**config.mk**
```make
export PLATFORM = sky130hd
export DESIGN_NAME = countdown_timer
export DESIGN_NICKNAME = d
export VERILOG_FILES = /design/src/rtl/countdown_timer.sv
export SDC_FILE = /design/constraint.sdc
export NUM_CORES = 1
export LEC_CHECK = 0
export CAP_MARGIN = 25
export CORE_MARGIN = 4
export CORE_UTILIZATION = 45
export CTS_CLUSTER_SIZE = 14
export DETAILED_ROUTE_END_ITERATION = 8
export PLACE_DENSITY = 0.63
export SYNTH_ARGS = -nofsm -noshare
export SYNTH_HDL_FRONTEND = slang
export SYNTH_SLANG_ARGS = --single-unit
```
**constraint.sdc**
```tcl
create_clock -name Clock -period 3.1 [get_ports Clock]
set_clock_uncertainty 0.1 [all_clocks]
set_input_delay 0.775 -clock Clock [delete_from_list [all_inputs] [get_ports Clock]]
set_output_delay 0.775 -clock Clock [all_outputs]
set_load 0.02 [all_outputs]
```
**src/rtl/countdown_timer.sv**
```systemverilog
// Countdown timer: a down-counter stepped by a programmable-rate tick strobe.
// Latency: CounterValue updates on the edge that ends a Tick cycle; Tick and Done are combinational.
// Backpressure: none; Enable low freezes the divider and the count, Load overrides Enable.
//
// Ports:
//   Clock        rising-edge clock for all state
//   Clear_b      synchronous active-low reset (count -> 0, divider -> P-1)
//   Enable       run; low holds the divider and the count
//   Load         load LoadValue into the count and restart the divider period
//   LoadValue    8-bit unsigned start value
//   Speed        tick-rate select: 00 -> P=1, 01 -> P=CLOCK_HZ, 10 -> 2*CLOCK_HZ, 11 -> 4*CLOCK_HZ
//   CounterValue registered current count
//   Tick         one-cycle pulse every P enabled cycles (free-running, also at count 0)
//   Done         high while CounterValue == 0
module countdown_timer #(
  parameter int CLOCK_HZ = 50_000_000
) (
  input  logic       Clock,
  input  logic       Clear_b,
  input  logic       Enable,
  input  logic       Load,
  input  logic [7:0] LoadValue,
  input  logic [1:0] Speed,
  output logic [7:0] CounterValue,
  output logic       Tick,
  output logic       Done
);

  // Divider wide enough to hold 4*CLOCK_HZ-1, never narrower than one bit.
  localparam int DW = ($clog2(4 * CLOCK_HZ) > 0) ? $clog2(4 * CLOCK_HZ) : 1;

  localparam logic [DW-1:0] PM1_X1 = DW'(CLOCK_HZ - 1);
  localparam logic [DW-1:0] PM1_X2 = DW'(2 * CLOCK_HZ - 1);
  localparam logic [DW-1:0] PM1_X4 = DW'(4 * CLOCK_HZ - 1);

  logic [DW-1:0] div_q;
  logic [DW-1:0] period_m1;
  logic          div_zero;

  // Reload value P-1 taken from Speed at the reloading edge, so a Speed change
  // only affects the period that starts after the current one finishes.
  always_comb begin
    period_m1 = '0;
    unique case (Speed)
      2'b00:   period_m1 = '0;
      2'b01:   period_m1 = PM1_X1;
      2'b10:   period_m1 = PM1_X2;
      default: period_m1 = PM1_X4;
    endcase
  end

  assign div_zero = (div_q == '0);

  // Load and reset both suppress Tick so a coinciding load never also decrements.
  assign Tick = Enable & ~Load & Clear_b & div_zero;
  assign Done = (CounterValue == 8'd0);

  always_ff @(posedge Clock) begin
    if (!Clear_b) begin
      CounterValue <= 8'd0;
      div_q        <= period_m1;
    end else if (Load) begin
      CounterValue <= LoadValue;
      div_q        <= period_m1;
    end else if (Enable) begin
      if (div_zero) begin
        div_q <= period_m1;
        // Saturate at zero; Tick keeps running as a strobe.
        if (CounterValue != 8'd0) begin
          CounterValue <= CounterValue - 8'd1;
        end
      end else begin
        div_q <= div_q - DW'(1);
      end
    end
  end

endmodule

```
==> flow_metrics.env <==
export IMPL_powerDensity_nw_per_um2=427.3
export IMPL_vias=1769
export IMPL_antenna_found_initial=0
export IMPL_holdBufCountCts=0
export IMPL_syn_area_per_cell_sq_um=9.874
export IMPL_finalCritPeriodShare=0.9334
export IMPL_period_needed_ns=2.893
export IMPL_grt_use_total=0.1763
export IMPL_worst_slew_pin_slew_ns=0.5362
export IMPL_clk_pin_slew_ns=0.07
export IMPL_post_place_ws_ns=-0.2248
export IMPL_synth_edf_count=28
export IMPL_r2r_slack_ns=0.45
export IMPL_hold_viol=0
export IMPL_yosysMostFrequentCell="edfxtp_1"
export IMPL_max_cap_viol_count=0
export IMPL_ant_nets=0
export IMPL_die_y_microns=77.80
export IMPL_synth_largest_area_cell="edfxtp_1"
export IMPL_port_buffers=23
export IMPL_drive_gt1_frac=0.1336
export IMPL_rows=25
export IMPL_diodes=0
export IMPL_syn2layout_area_growth_pct=22.49
export IMPL_nFillCells=412
export IMPL_ys_seq_area_frac=0.4566
export IMPL_clk_latency_ns=0.30
export IMPL_cellLeakagePower_nw=0.9472
export IMPL_dieArea_sq_um=6052
export IMPL_dpl_cell_area_sq_um=2596
export IMPL_worstPathRequired_ns=2.22
export IMPL_min_delay_start="CounterValue[5]"
export IMPL_cts_resized=1
export IMPL_yosys_warnings=0
export IMPL_die_x_microns=77.80
export IMPL_cp_start_kind="primary input"
export IMPL_gp_congestion=0.7444
export IMPL_ioPinCount=24
export IMPL_dp_hpwl_microns=3489
export IMPL_setup_viol=0
export IMPL_core_area_sq_um=4723
export IMPL_final_area_sq_um=2685
export IMPL_cp_max_fo=3
export IMPL_cts_made_buffers=5
export IMPL_synth_cells=222
export IMPL_post_route_drc_count=0
export IMPL_syn_cell_area_sq_um=2192
export IMPL_yosys_area_top_type_share=0.3836
export IMPL_vias_per_cell=5.377
export IMPL_outcome="finished clean"
export IMPL_critPathKind="primary input to primary output"
export IMPL_drt_pass1_iter_count=4
export IMPL_clock_sinks=36
export IMPL_clock_path_buffers=2
export IMPL_utilization=0.5685
export IMPL_nets=283
export IMPL_grt_pass1_wl_microns=8355
export IMPL_syn_num_nets=244
export IMPL_crit_arrival_ns=2.02
export IMPL_rsz0062_at_grt="false"
export IMPL_reg2reg_depth=7
export IMPL_ys_top_cells_by_area="edfxtp_1 (38%), xnor2_1 (8.8%), dfxtp_1 (7.3%)"
export IMPL_post_cts_buffers=0
export IMPL_synth_cell_types=42
export IMPL_timing_rr_end="div_q[24]"
export IMPL_cts_max_level=2
export IMPL_drt_total_wl_microns=4798
export IMPL_overflow=0
export IMPL_wl_per_cell_microns=14.58
export IMPL_min_path_cells=2
export IMPL_synth_common_cells="edfxtp_1 (28), a21oi_1 (25), xnor2_1 (22), nor2_1 (14), nor4_1 (13)"
export IMPL_finalWorstSetupSlack_ns=0.2066
export IMPL_r2r_start="div_q[11]"
export IMPL_ir_worst_vdd_v=0.0002110
export IMPL_cts_root_buffer="clkbuf_8"
export IMPL_max_slew_margin=0.6398
export IMPL_ys_ff_latch=36
export IMPL_min_to="CounterValue[5]"
export IMPL_fmax_mhz=345.6
export IMPL_grt_max_degree=29
export IMPL_grt_pass1_vias=1722
export IMPL_async_reset_ff_frac=0
export IMPL_synth_ff_type="edfxtp_1"
export IMPL_hold_path_class="flop to flop"
export IMPL_cts_tree="done"
export IMPL_slew_viol_final=0
export IMPL_start_util=0.4641
export IMPL_cp_end_kind="primary output"
export IMPL_drt_iter0_drc=131
-- metal layers --
layer / global-route usage / vias up / part of all wire
met2: 0.2586 / 43 / 0.44
met5: 0 / - / 0
met3: 0.04756 / 5 / 0.059
met1: 0.2482 / 819 / 0.49
met4: 0.06228 / 0 / 0.015
li1: - / 902 / -
-- power by group --
| part | switching (mW) | internal (mW) |
|---|---|---|
| logic | 0.0970 | 0.0938 |
| registers | 0.0451 | 0.570 |
| clock network | 0.185 | 0.157 |
| total | 0.327 | 0.820 |
-- layout by cell type (no fill, tap or decap), types with 5 or more instances in the layout --
| cell type | count |
|---|---|
| a21oi_1 | 25 |
| edfxtp_1 | 28 |
| nor2_1 | 14 |
| or3_1 | 8 |
| clkdlybuf4s50_1 | 22 |
| nand2_1 | 9 |
| ha_1 | 8 |
| xnor2_1 | 22 |
| a31oi_1 | 5 |
| nor3_1 | 12 |
| buf_4 | 16 |
| o21ai_0 | 9 |
| clkbuf_8 | 5 |
| dfxtp_1 | 8 |
| nor4_1 | 12 |
| nand3_1 | 5 |
| inv_1 | 12 |
| xor2_1 | 5 |
-- cell families after synthesis --
family                   count (synthesis)  share of synthesized area
XOR/XNOR                                27                     0.1079
buffers and inverters                   19                    0.03710
AO/OA/AOI/OAI                           46                     0.1170
AND/OR/NAND/NOR                         84                     0.2266
adder cells (fa/ha/maj)                  8                    0.04566
multiplexers                             2                   0.009133
flip-flops                              36                     0.4566
-- flip-flops by register name, indices dropped and copies added, names as in the netlist --
register,cells
CounterValue,8
div_q,28
-- per-stage QoR --
step	std cells	total power, mW	setup TNS (ns)	hold slack, ns
CTS	329	1.157	0	0.4452
detailed placement	321	0.8147	-0.2248	0.4342
global route	329	1.207	0	0.4943
finish	329	1.147	0	0.4577
floorplan	222	0.7339	0	0.4916
global placement	321	0.8126	-0.1683	0.4294
-- final cells by class --
class / instances / area [sq um] / area share
tap: 67 / 83.83 / 0.03122
multi-input combinational: 167 / 1122 / 0.4180
timing repair buffer: 39 / 345.3 / 0.1286
inverter: 12 / 45.04 / 0.01678
clock buffer: 5 / 68.82 / 0.02563
clock inverter: 3 / 18.77 / 0.006990
sequential: 36 / 1001 / 0.3728
-- worst max-delay path by stage --
stage | start | cells after the start | slack, ns | end
after detailed placement | Enable | 6 | -0.22 | Tick
after global placement | Enable | 6 | -0.17 | Tick
after floorplan | div_q[8] | 5 | 0.55 | Tick
final | Enable | 6 | 0.21 | Tick
after CTS | Enable | 6 | 0.03 | Tick
after global routing | CounterValue[3] | 4 | 0.09 | Done
-- worst max-delay path, cell delays in order --
cell and delay, ns:
clkdlybuf4s50_1 0.50, nor3b_1 0.17, and4_1 0.24, nand2_1 0.07, nor2_1 0.08, clkbuf_2 0.17
Note: power is estimated with default switching activity, not from simulation.
